==> src/rtl/flex_counter_ud.sv <==
// Parametrised up/down counter with parallel load, wrap/saturate modes,
// a registered rollover flag and pulse, and a saturating count of wraps.
module flex_counter_ud #(
    parameter int NUM_CNT_BITS  = 4,
    parameter int NUM_WRAP_BITS = 8
) (
    input  logic                     clk,
    input  logic                     n_rst,
    input  logic                     clear,
    input  logic                     load,
    input  logic [NUM_CNT_BITS-1:0]  load_val,
    input  logic                     count_enable,
    input  logic                     up_dn,
    input  logic                     sat_mode,
    input  logic [NUM_CNT_BITS-1:0]  rollover_val,
    output logic [NUM_CNT_BITS-1:0]  count_out,
    output logic                     rollover_flag,
    output logic                     rollover_pulse,
    output logic [NUM_WRAP_BITS-1:0] wrap_count
);

    localparam logic [NUM_CNT_BITS-1:0] ONE = NUM_CNT_BITS'(1);

    logic [NUM_CNT_BITS-1:0] step_count;
    logic                    step_wrap;
    logic [NUM_CNT_BITS-1:0] next_count;
    logic                    next_wrap;
    logic [NUM_CNT_BITS-1:0] terminal;

    // Successor of the current count for one enabled edge; R=0 pins the count at 0.
    always_comb begin
        step_count = count_out;
        step_wrap  = 1'b0;
        if (rollover_val == '0) begin
            step_count = '0;
        end else if (up_dn) begin
            if (count_out < rollover_val) begin
                step_count = count_out + ONE;
            end else if (sat_mode) begin
                step_count = rollover_val;
            end else begin
                step_count = ONE;
                step_wrap  = 1'b1;
            end
        end else begin
            if (count_out == ONE) begin
                if (!sat_mode) begin
                    step_count = rollover_val;
                    step_wrap  = 1'b1;
                end
            end else if (count_out == '0 || count_out > rollover_val) begin
                step_count = rollover_val;
            end else begin
                step_count = count_out - ONE;
            end
        end
    end

    always_comb begin
        terminal   = up_dn ? rollover_val : ONE;
        next_count = count_out;
        next_wrap  = 1'b0;
        if (load) begin
            next_count = load_val;
        end else if (count_enable) begin
            next_count = step_count;
            next_wrap  = step_wrap;
        end
    end

    always_ff @(posedge clk or negedge n_rst) begin
        if (!n_rst) begin
            count_out      <= '0;
            rollover_flag  <= 1'b0;
            rollover_pulse <= 1'b0;
            wrap_count     <= '0;
        end else if (clear) begin
            count_out      <= '0;
            rollover_flag  <= 1'b0;
            rollover_pulse <= 1'b0;
            wrap_count     <= '0;
        end else begin
            count_out      <= next_count;
            rollover_flag  <= (next_count == terminal);
            rollover_pulse <= next_wrap;
            if (next_wrap && (wrap_count != '1)) begin
                wrap_count <= wrap_count + NUM_WRAP_BITS'(1);
            end
        end
    end

endmodule

==> config.mk <==
export PLATFORM = sky130hd
export DESIGN_NAME = flex_counter_ud
export DESIGN_NICKNAME = d
export VERILOG_FILES = /design/src/rtl/flex_counter_ud.sv
export SDC_FILE = /design/constraint.sdc
export NUM_CORES = 1
export LEC_CHECK = 0
export BUFFER_PORTS_ARGS = -buffer_cell sky130_fd_sc_hd__buf_2
export CAP_MARGIN = 30
export CORE_ASPECT_RATIO = 1.25
export CORE_MARGIN = 2
export CORE_UTILIZATION = 55
export CTS_BUF_LIST = sky130_fd_sc_hd__clkbuf_8
export CTS_CLUSTER_DIAMETER = 100
export DETAILED_ROUTE_END_ITERATION = 12
export HOLD_SLACK_MARGIN = 0.02
export PLACE_DENSITY = 0.81
export SLEW_MARGIN = 10
export SYNTH_ARGS = -nofsm -noshare
export SYNTH_HDL_FRONTEND = slang
export SYNTH_SLANG_ARGS = --single-unit
==> constraint.sdc <==
create_clock -name clk -period 3.1 [get_ports clk]
set_clock_uncertainty 0.1 [all_clocks]
set_input_delay 0.62 -clock clk [delete_from_list [all_inputs] [get_ports clk]]
set_output_delay 0.62 -clock clk [all_outputs]
set_load 0.05 [all_outputs]
==> flow_summary_export.csv, run 1 <==
group,metric,value,unit
critical_path,path_class,"input port to flop",
clocking,cts_tree,"done",
detailed_routing,drt_wl_total,3.72,mm
outcome,status,"complete, no violations",
final_layout,antenna_cells,0,
clocking,htree_levels,1,
die,dieWidth,47.0,um
critical_path,r2r-start,"count_out[3]$_DFF_PN0_",
detailed_routing,drt_iter0_drc,48,
synth,synth_common_cells,"nor2_1 (17), dfrtp_1 (14), nand2_1 (13), nand3_1 (10), inv_1 (9)",
sta,setup_viol,0,
critical_path,start_kind,"input port",
die,initial_utilization,0.580,
detailed_routing,wire_per_inst,16.2,um
critical_path,r2r_end,"rollover_flag$_DFF_PN0_",
critical_path,setup.worst_path.start,"rollover_val[3]",
synth,syn_inst,151,
die,num_rows,19,
clocking,clk_latency,0.24,ns
final_layout,drive_above_1_share,0.337,
detailed_routing,vias,1381,
die,die_area,2710,um2
grt,grt_max_degree,16,
clocking,cts-root-buf,"clkbuf_8",
critical_path,cp.arrival,2.97,ns
sta,period_share,0.936,
clocking,clockBufferDepth,2,
grt,grt_pass1_vias,1311,
synth,yosysSeqAreaShare,0.276,
sta,slew_headroom,0.742,
sta,slew_violations,0,
synth,synth_edf_count,0,
power,p_total,0.613,mW
synth,synth.avg_cell_area,8.40,um2
grt,track_usage,0.302,
synth,netlist_area,1270,um2
die,core_area,2190,um2
place,dpl.hpwl,3.02,mm
critical_path,r2r_cells,9,
synth,synth_area_leaders,"dfrtp_1 (28%), ha_1 (7.9%), nor2_1 (5.0%)",
synth,synth_top_area_share,0.276,
grt,grt_pass1_wl,5.90,mm
detailed_routing,first_pass_iters,4,
final_layout,areaGrowthSynthToFinish,29.4,%
detailed_routing,viasPerCell,6.00,
detailed_routing,drc,0,
detailed_routing,dr_wl_met2,1.92,mm
synth,yosysMostFrequentCell,"nor2_1",
place,io_buffers,28,
grt,overflow,0,
sta,finalHoldViolCount,0,
critical_path,reg2reg_slack,0.23,ns
sta,fmaxAchievable,345,MHz
power,p_leak,0.796,nW
synth,yosys.area.top_type,"dfrtp_1",
synth,ys.flop_type,"dfrtp_1",
run,drv_cap,0,
clocking,cts_resized,0,
sta,worst_slew_pin_slew,0.382,ns
place,place.gp.congestion,1.02,
clocking,clock-sinks,14,
detailed_routing,highest_layer,"met4",
synth,synth.distinct_cells,48,
synth,async_reset_ff_frac,1.00,
critical_path,path_max_fanout,4,
die,die_y,57.7,um
power,power_density,373,nW/um2
clocking,numCtsBuffers,3,
critical_path,required,3.17,ns
final_layout,nNetsFinal,223,
synth,yosys_warnings,0,
sta,setup_tns,0,ns
die,io_pins,29,
hold_path,holdCritPathClass,"input port to asynchronous set/reset pin",
sta,layout_min_cycle_time,2.90,ns
synth,ys_ff_latch,14,
critical_path,end_kind,"flop",
clocking,hold_buffers,0,
grt,antenna_found_initial,0,
synth,syn_nets,174,
sta,rsz0062_at_grt,"no",
power,peakVddDrop,379,uV
detailed_routing,met1_length,1.45,mm
detailed_routing,ant_nets,0,
clocking,path_clk_slew,0.05,ns
detailed_routing,met3_length,206,um
clocking,postCtsSetupBuffers,0,
## metal layers
metal  global-route usage  up-vias
met5                    0        -
met4                0.143        0
met3               0.0249       15
met2                0.503       62
met1                0.382      646
li1                     -      658
## how the worst max path moves through the flow
stage,endpoint,slack (ns),cells after the start
floorplan,rollover_flag$_DFF_PN0_,0.04,9
detailed placement,rollover_flag$_DFF_PN0_,-0.03,11
CTS,rollover_flag$_DFF_PN0_,0.22,10
finish,rollover_flag$_DFF_PN0_,0.20,11
global placement,rollover_flag$_DFF_PN0_,0.02,11
global route,rollover_flag$_DFF_PN0_,0.09,11
## per-stage QoR
| stage | cell area [um2] | util | hold WS [ns] | setup slack, ns | cells |
|---|---|---|---|---|---|
| 2_1_floorplan | 1270 | - | 0.224 | 0.0360 | 151 |
| 3_3_place_gp | 1590 | 0.725 | 0.421 | 0.0176 | 226 |
| 3_5_place_dp | 1590 | 0.725 | 0.425 | -0.0348 | 226 |
| 4_1_cts | 1640 | 0.751 | 0.160 | 0.217 | 230 |
| 5_1_grt | 1640 | 0.751 | 0.183 | 0.0915 | 230 |
| 6_report | 1640 | 0.751 | 0.160 | 0.198 | 230 |
## final cells by class
| type | count | area [um2] |
|---|---|---|
| multi-input cells | 123 | 865 |
| clock buffers | 4 | 55.1 |
| flip-flops and latches | 14 | 352 |
| well taps | 31 | 38.8 |
| repair buffers | 49 | 298 |
| inverters | 9 | 33.8 |
| fillers | 189 | 546 |
## critical path: stages
cell and delay, ns:
buf_2 0.09, inv_1 0.06, ha_1 0.33, a21oi_2 0.28
o32a_2 0.23, o21ai_0 0.12, o211a_1 0.25, o31a_1 0.31
xnor2_1 0.12, or4_1 0.41, a31oi_1 0.14
## placed cells by master, fill, tap and decap left out, types with 2 or more instances in the layout
master	count
ha_1	8
nor3_1	6
nand3_1	10
inv_1	9
dfrtp_1	13
o21ai_0	4
a31o_2	2
nor2_1	17
xnor2_1	6
buf_2	28
nand4_1	3
xor2_1	6
a311o_1	2
nor2b_1	3
clkbuf_8	4
o211ai_1	4
o211a_1	2
buf_4	21
a21oi_1	8
nand2_1	13
## logic make-up (layout without fill, tap and decap cells)
group | Yosys count | in the layout | synth area share
XOR/XNOR | 12 | 12 | 0.0828
flip-flops | 14 | 14 | 0.276
adder cells (fa/ha/maj) | 8 | 8 | 0.0789
AND/OR/NAND/NOR | 61 | 61 | 0.245
multiplexers | 1 | 1 | 0.00789
buffers and inverters | 14 | 62 | 0.0424
AO/OA/AOI/OAI | 41 | 41 | 0.267
## state kept, by name, summed over array words and instances, names as in the netlist
name            flops
count_out           4
rollover_flag       1
rollover_pulse      1
wrap_count          8
## power breakdown
group	internal, mW	switching (mW)
clock	0.112	0.0612
combinational	0.105	0.140
sequential	0.189	0.00624
Note: power is estimated with default switching activity, not from simulation.
==> run 2: changes to the inputs <==
Clock period 3.1 ns to 3 ns, I/O delays scaled along.
==> flow_summary_export.csv, run 2 (same netlist as run 1, synthesis figures left out) <==
group,metric,value,unit
power,peakVddDrop,379,uV
sta,layout_min_cycle_time,2.84,ns
critical_path,path_class,"input port to flop",
detailed_routing,drc,0,
detailed_routing,drt_wl_total,3.62,mm
final_layout,nFillCells,167,
detailed_routing,ant_nets,0,
final_layout,final_common_cell,"buf_2",
sta,fmaxAchievable,352,MHz
clocking,numCtsBuffers,3,
die,die_y,57.7,um
final_layout,mostFrequentLayoutCells,"buf_2 (28), buf_4 (21), nor2_1 (17), nand2_1 (13), dfrtp_1 (11)",
critical_path,required,3.07,ns
clocking,postCtsSetupBuffers,0,
sta,setup_viol,0,
grt,grt_max_degree,16,
final_layout,top_register,"wrap_count",
detailed_routing,vias,1371,
detailed_routing,viasPerCell,5.96,
critical_path,start_kind,"input port",
die,io_pins,29,
clocking,hold_buffers,0,
die,core_area,2190,um2
place,dpl.hpwl,2.82,mm
sta,rsz0062_at_grt,"no",
grt,antenna_found_initial,0,
final_layout,nNetsFinal,223,
sta,period_share,0.948,
final_layout,largest_reg_flops,8,
critical_path,cp_slowest_cell,"or4_1",
critical_path,max_stage_delay,0.48,ns
clocking,clk_latency,0.24,ns
final_layout,antenna_cells,0,
outcome,status,"complete, no violations",
sta,slew_violations,0,
detailed_routing,wire_per_inst,15.7,um
final_layout,areaGrowthSynthToFinish,30.3,%
final_layout,reg_top3,"wrap_count x8, count_out x4",
run,drv_cap,0,
die,num_rows,19,
sta,fin_ws,0.156,ns
detailed_routing,drt_iter0_drc,42,
sta,worst_slew_pin_slew,0.490,ns
sta,slew_headroom,0.669,
sta,finalHoldViolCount,0,
detailed_routing,first_pass_iters,4,
clocking,cts-root-buf,"clkbuf_8",
grt,track_usage,0.297,
critical_path,end_kind,"flop",
critical_path,cp_cell_sequence,"buf_2 > inv_1 > ha_1 > buf_4 > o211ai_4 > a21oi_4 > nor3_1 > a2111o_1 > a221o_1 > or4_1 > a31oi_1",
final_layout,drive_above_1_share,0.347,
clocking,cts_tree,"done",
grt,overflow,0,
grt,grt_pass1_wl,5.84,mm
clocking,clock-sinks,14,
die,die_area,2710,um2
place,place.gp.congestion,0.945,
die,initial_utilization,0.580,
clocking,clockBufferDepth,2,
sta,finalHoldWorstSlack,0.142,ns
place,io_buffers,28,
clocking,path_clk_slew,0.06,ns
final_layout,design_area,1650,um2
hold_path,holdCritPathClass,"input port to asynchronous set/reset pin",
place,dpl_cell_area,1590,um2
die,dieWidth,47.0,um
power,power_density,390,nW/um2
place,post-place-ws,-0.132,ns
clocking,htree_levels,1,
power,p_leak,0.797,nW
critical_path,path_max_fanout,6,
grt,grt_pass1_vias,1285,
critical_path,cp.arrival,2.91,ns
[run 2: worst paths after layout]
path | depth (start not counted) | slack (ns) | to | from
setup / recovery | 11 | 0.16 | rollover_flag$_DFF_PN0_ | rollover_val[3]
hold / removal | 1 | 0.14 | wrap_count[7]$_DFFE_PN0P_ | n_rst
setup reg to reg | 8 | 0.18 | rollover_flag$_DFF_PN0_ | count_out[1]$_DFF_PN0_
hold reg to reg | 2 | 0.50 | wrap_count[7]$_DFFE_PN0P_ | wrap_count[7]$_DFFE_PN0P_
max in group asynchronous | 1 | 2.40 | count_out[3]$_DFF_PN0_ | n_rst
min in group clk | 2 | 0.50 | wrap_count[7]$_DFFE_PN0P_ | wrap_count[7]$_DFFE_PN0P_
[run 2: final cells by class]
cell class                 instances  area, um2  share of cell area
tap                               31       38.8              0.0235
sequential                        14        354               0.214
clock buffer                       4       55.1              0.0333
timing repair buffer              49        298               0.180
multi-input combinational        123        873               0.528
inverter                           9       33.8              0.0204
[run 2: power by group]
part	switching [mW]	total (mW)	internal (mW)
registers	0.00661	0.202	0.195
logic	0.147	0.261	0.115
clock network	0.0654	0.182	0.116
[run 2: worst max-delay path, delay by kind of cell]
family	cells	cell delay (ns)
simple gates	2	0.54
buf+inv	3	0.29
compound gates	5	1.13
fa+ha+maj	1	0.36
[run 2: metrics by stage]
step / util / instances / total power, mW / TNS (ns)
after floorplan: - / 151 / 0.360 / 0
after global placement: 0.727 / 226 / 0.453 / -0.100
after detailed placement: 0.727 / 226 / 0.458 / -0.132
after CTS: 0.752 / 230 / 0.636 / 0
after global routing: 0.756 / 230 / 0.672 / 0
final: 0.756 / 230 / 0.645 / 0
[run 2: routing by layer]
layer,GRT usage,up-vias,routed length [um]
met5,0,-,0
met4,0.131,0,143
met3,0.0280,13,163
met2,0.505,61,1810
met1,0.369,640,1500
li1,-,657,-
[run 2: what timing repair did]
action / 4_1_cts / 5_1_grt
hold endpoints to repair: 0 / 0
endpoints found under the setup margin: 0 / 1
resized for setup: 0 / 2
==> run 3: changes to the inputs <==
--- a/config.mk
+++ b/config.mk
@@ -7,3 +7,2 @@
 export LEC_CHECK = 0
-export BUFFER_PORTS_ARGS = -buffer_cell sky130_fd_sc_hd__buf_2
 export CAP_MARGIN = 30
@@ -15,4 +14,5 @@
 export DETAILED_ROUTE_END_ITERATION = 12
+export DONT_BUFFER_PORTS = 1
 export HOLD_SLACK_MARGIN = 0.02
-export PLACE_DENSITY = 0.81
+export PLACE_DENSITY = 0.7
 export SLEW_MARGIN = 10
==> constraint.sdc (replaced) <==
create_clock -name clk -period 3 [get_ports clk]
set_clock_uncertainty 0.1 [all_clocks]
set_input_delay 0.15 -clock clk [delete_from_list [all_inputs] [get_ports clk]]
set_output_delay 0.15 -clock clk [all_outputs]
set_load 0.05 [all_outputs]
==> flow_summary_export.csv, run 3 (same netlist as run 1, synthesis figures left out) <==
group,metric,value,unit
grt,grt_pass1_vias,1264,
final_layout,nNetsFinal,191,
final_layout,top_register,"wrap_count",
die,dieWidth,47.0,um
sta,finalHoldViolCount,0,
critical_path,r2r_cells,8,
power,peakVddDrop,326,uV
final_layout,antenna_cells,0,
clocking,cts_tree,"done",
critical_path,r2r-start,"count_out[2]$_DFF_PN0_",
final_layout,areaGrowthSynthToFinish,17.3,%
critical_path,cp_num_buf_inv,0,
critical_path,cp_cell_sequence,"ha_1 > and4_2 > a21oi_4 > nor3_1 > a2111o_1 > a221o_1 > or4_1 > a31oi_1",
critical_path,end_kind,"flop",
detailed_routing,wire_per_inst,17.3,um
critical_path,max_stage_delay,0.49,ns
detailed_routing,ant_nets,0,
grt,grt_max_degree,16,
grt,antenna_found_initial,0,
final_layout,drive_above_1_share,0.204,
detailed_routing,drt_wl_total,3.42,mm
place,place.gp.congestion,0.921,
place,io_buffers,0,
critical_path,cp_slowest_cell,"or4_1",
sta,worst_slew_pin_slew,0.615,ns
final_layout,utilization,0.680,
hold_path,holdCritPathClass,"input port to flop",
clocking,htree_levels,1,
critical_path,required,3.07,ns
sta,setup_tns,0,ns
clocking,path_clk_slew,0.06,ns
sta,rsz0062_at_grt,"no",
sta,setup_viol,0,
sta,fmaxAchievable,354,MHz
critical_path,reg2reg_slack,0.17,ns
clocking,clk_latency,0.25,ns
critical_path,cpLargestDelayFamily,"compound AO/OA/AOI/OAI gates",
final_layout,reg_top3,"wrap_count x8, count_out x4",
sta,period_share,0.943,
die,die_area,2710,um2
detailed_routing,drc,0,
die,io_pins,29,
clocking,cts-root-buf,"clkbuf_8",
place,dpl.hpwl,2.71,mm
die,initial_utilization,0.580,
critical_path,cp.depth,8,
final_layout,nFillCells,186,
sta,fin_ws,0.172,ns
critical_path,setup.worst_path.start,"count_out[2]$_DFF_PN0_",
sta,slew_violations,0,
die,num_rows,19,
grt,grt_pass1_wl,5.58,mm
final_layout,final_common_cell,"nor2_1",
grt,overflow,0,
detailed_routing,first_pass_iters,4,
detailed_routing,viasPerCell,6.35,
outcome,status,"complete, no violations",
critical_path,endpoint,"rollover_flag$_DFF_PN0_",
critical_path,start_kind,"flop",
clocking,clock-sinks,14,
power,power_density,401,nW/um2
die,core_area,2190,um2
critical_path,path_class,"flop to flop",
grt,track_usage,0.286,
detailed_routing,drt_iter0_drc,49,
die,die_y,57.7,um
power,p_leak,0.646,nW
critical_path,r2r_end,"rollover_flag$_DFF_PN0_",
place,post-place-ws,0.162,ns
sta,layout_min_cycle_time,2.83,ns
critical_path,path_max_fanout,6,
run,drv_cap,0,
detailed_routing,vias,1257,
final_layout,largest_reg_flops,8,
final_layout,mostFrequentLayoutCells,"nor2_1 (17), buf_4 (14), nand2_1 (13), dfrtp_1 (11), nand3_1 (10)",
hold_path,min-delay-start,"rollover_val[0]",
critical_path,cp.arrival,2.90,ns
clocking,clockBufferDepth,2,
clocking,numCtsBuffers,3,
sta,slew_headroom,0.589,
[run 3: through the flow]
step	instance area (um2)	instances	power (mW)	hold WS, ns
after CTS	1470	197	0.593	0.0317
after detailed placement	1390	190	0.399	-0.245
final	1490	198	0.597	0.0293
after global placement	1390	190	0.397	-0.245
after floorplan	1270	151	0.360	-0.246
after global routing	1490	198	0.623	0.0571
[run 3: worst min-delay path by stage]
stage,slack (ns),depth (start not counted),to
after floorplan,-0.25,0,count_out[0]$_DFF_PN0_
after global placement,-0.25,0,wrap_count[1]$_DFFE_PN0P_
after detailed placement,-0.25,0,wrap_count[1]$_DFFE_PN0P_
after CTS,0.03,3,rollover_flag$_DFF_PN0_
after global routing,0.06,3,rollover_pulse$_DFF_PN0_
final,0.03,3,rollover_flag$_DFF_PN0_
[run 3: report_power, final]
| part | internal (mW) | leakage, nW | switching, mW |
|---|---|---|---|
| sequential | 0.195 | 0.188 | 0.00568 |
| clock | 0.116 | 0.0288 | 0.0694 |
| combinational | 0.0855 | 0.429 | 0.124 |
[run 3: layout make-up]
class / instances / area, um2 / area share
multi-input combinational: 123 / 871 / 0.585
inverter: 9 / 33.8 / 0.0227
sequential: 14 / 354 / 0.238
tap: 31 / 38.8 / 0.0261
clock buffer: 4 / 55.1 / 0.0370
timing repair buffer: 17 / 135 / 0.0908
[run 3: timing repair]
| item | in CTS | in global routing |
|---|---|---|
| endpoints found under the setup margin | 0 | 1 |
| hold buffers | 3 | 0 |
| resized for setup | 0 | 1 |
| hold endpoints to repair | 28 | 0 |
| setup buffers | 0 | 1 |
[run 3: tightest hold or removal path, cell delays in order]
cell and delay, ns:
nor3_1 0.03, nand3_1 0.07, a31oi_1 0.08
[run 3: per-layer routing]
layer  up-vias  GRT usage  share of wire
met2        62      0.487           0.53
met5         -          0              0
met3        12     0.0561          0.064
met4         0      0.147          0.035
li1        590          -              -
met1       593      0.324           0.37
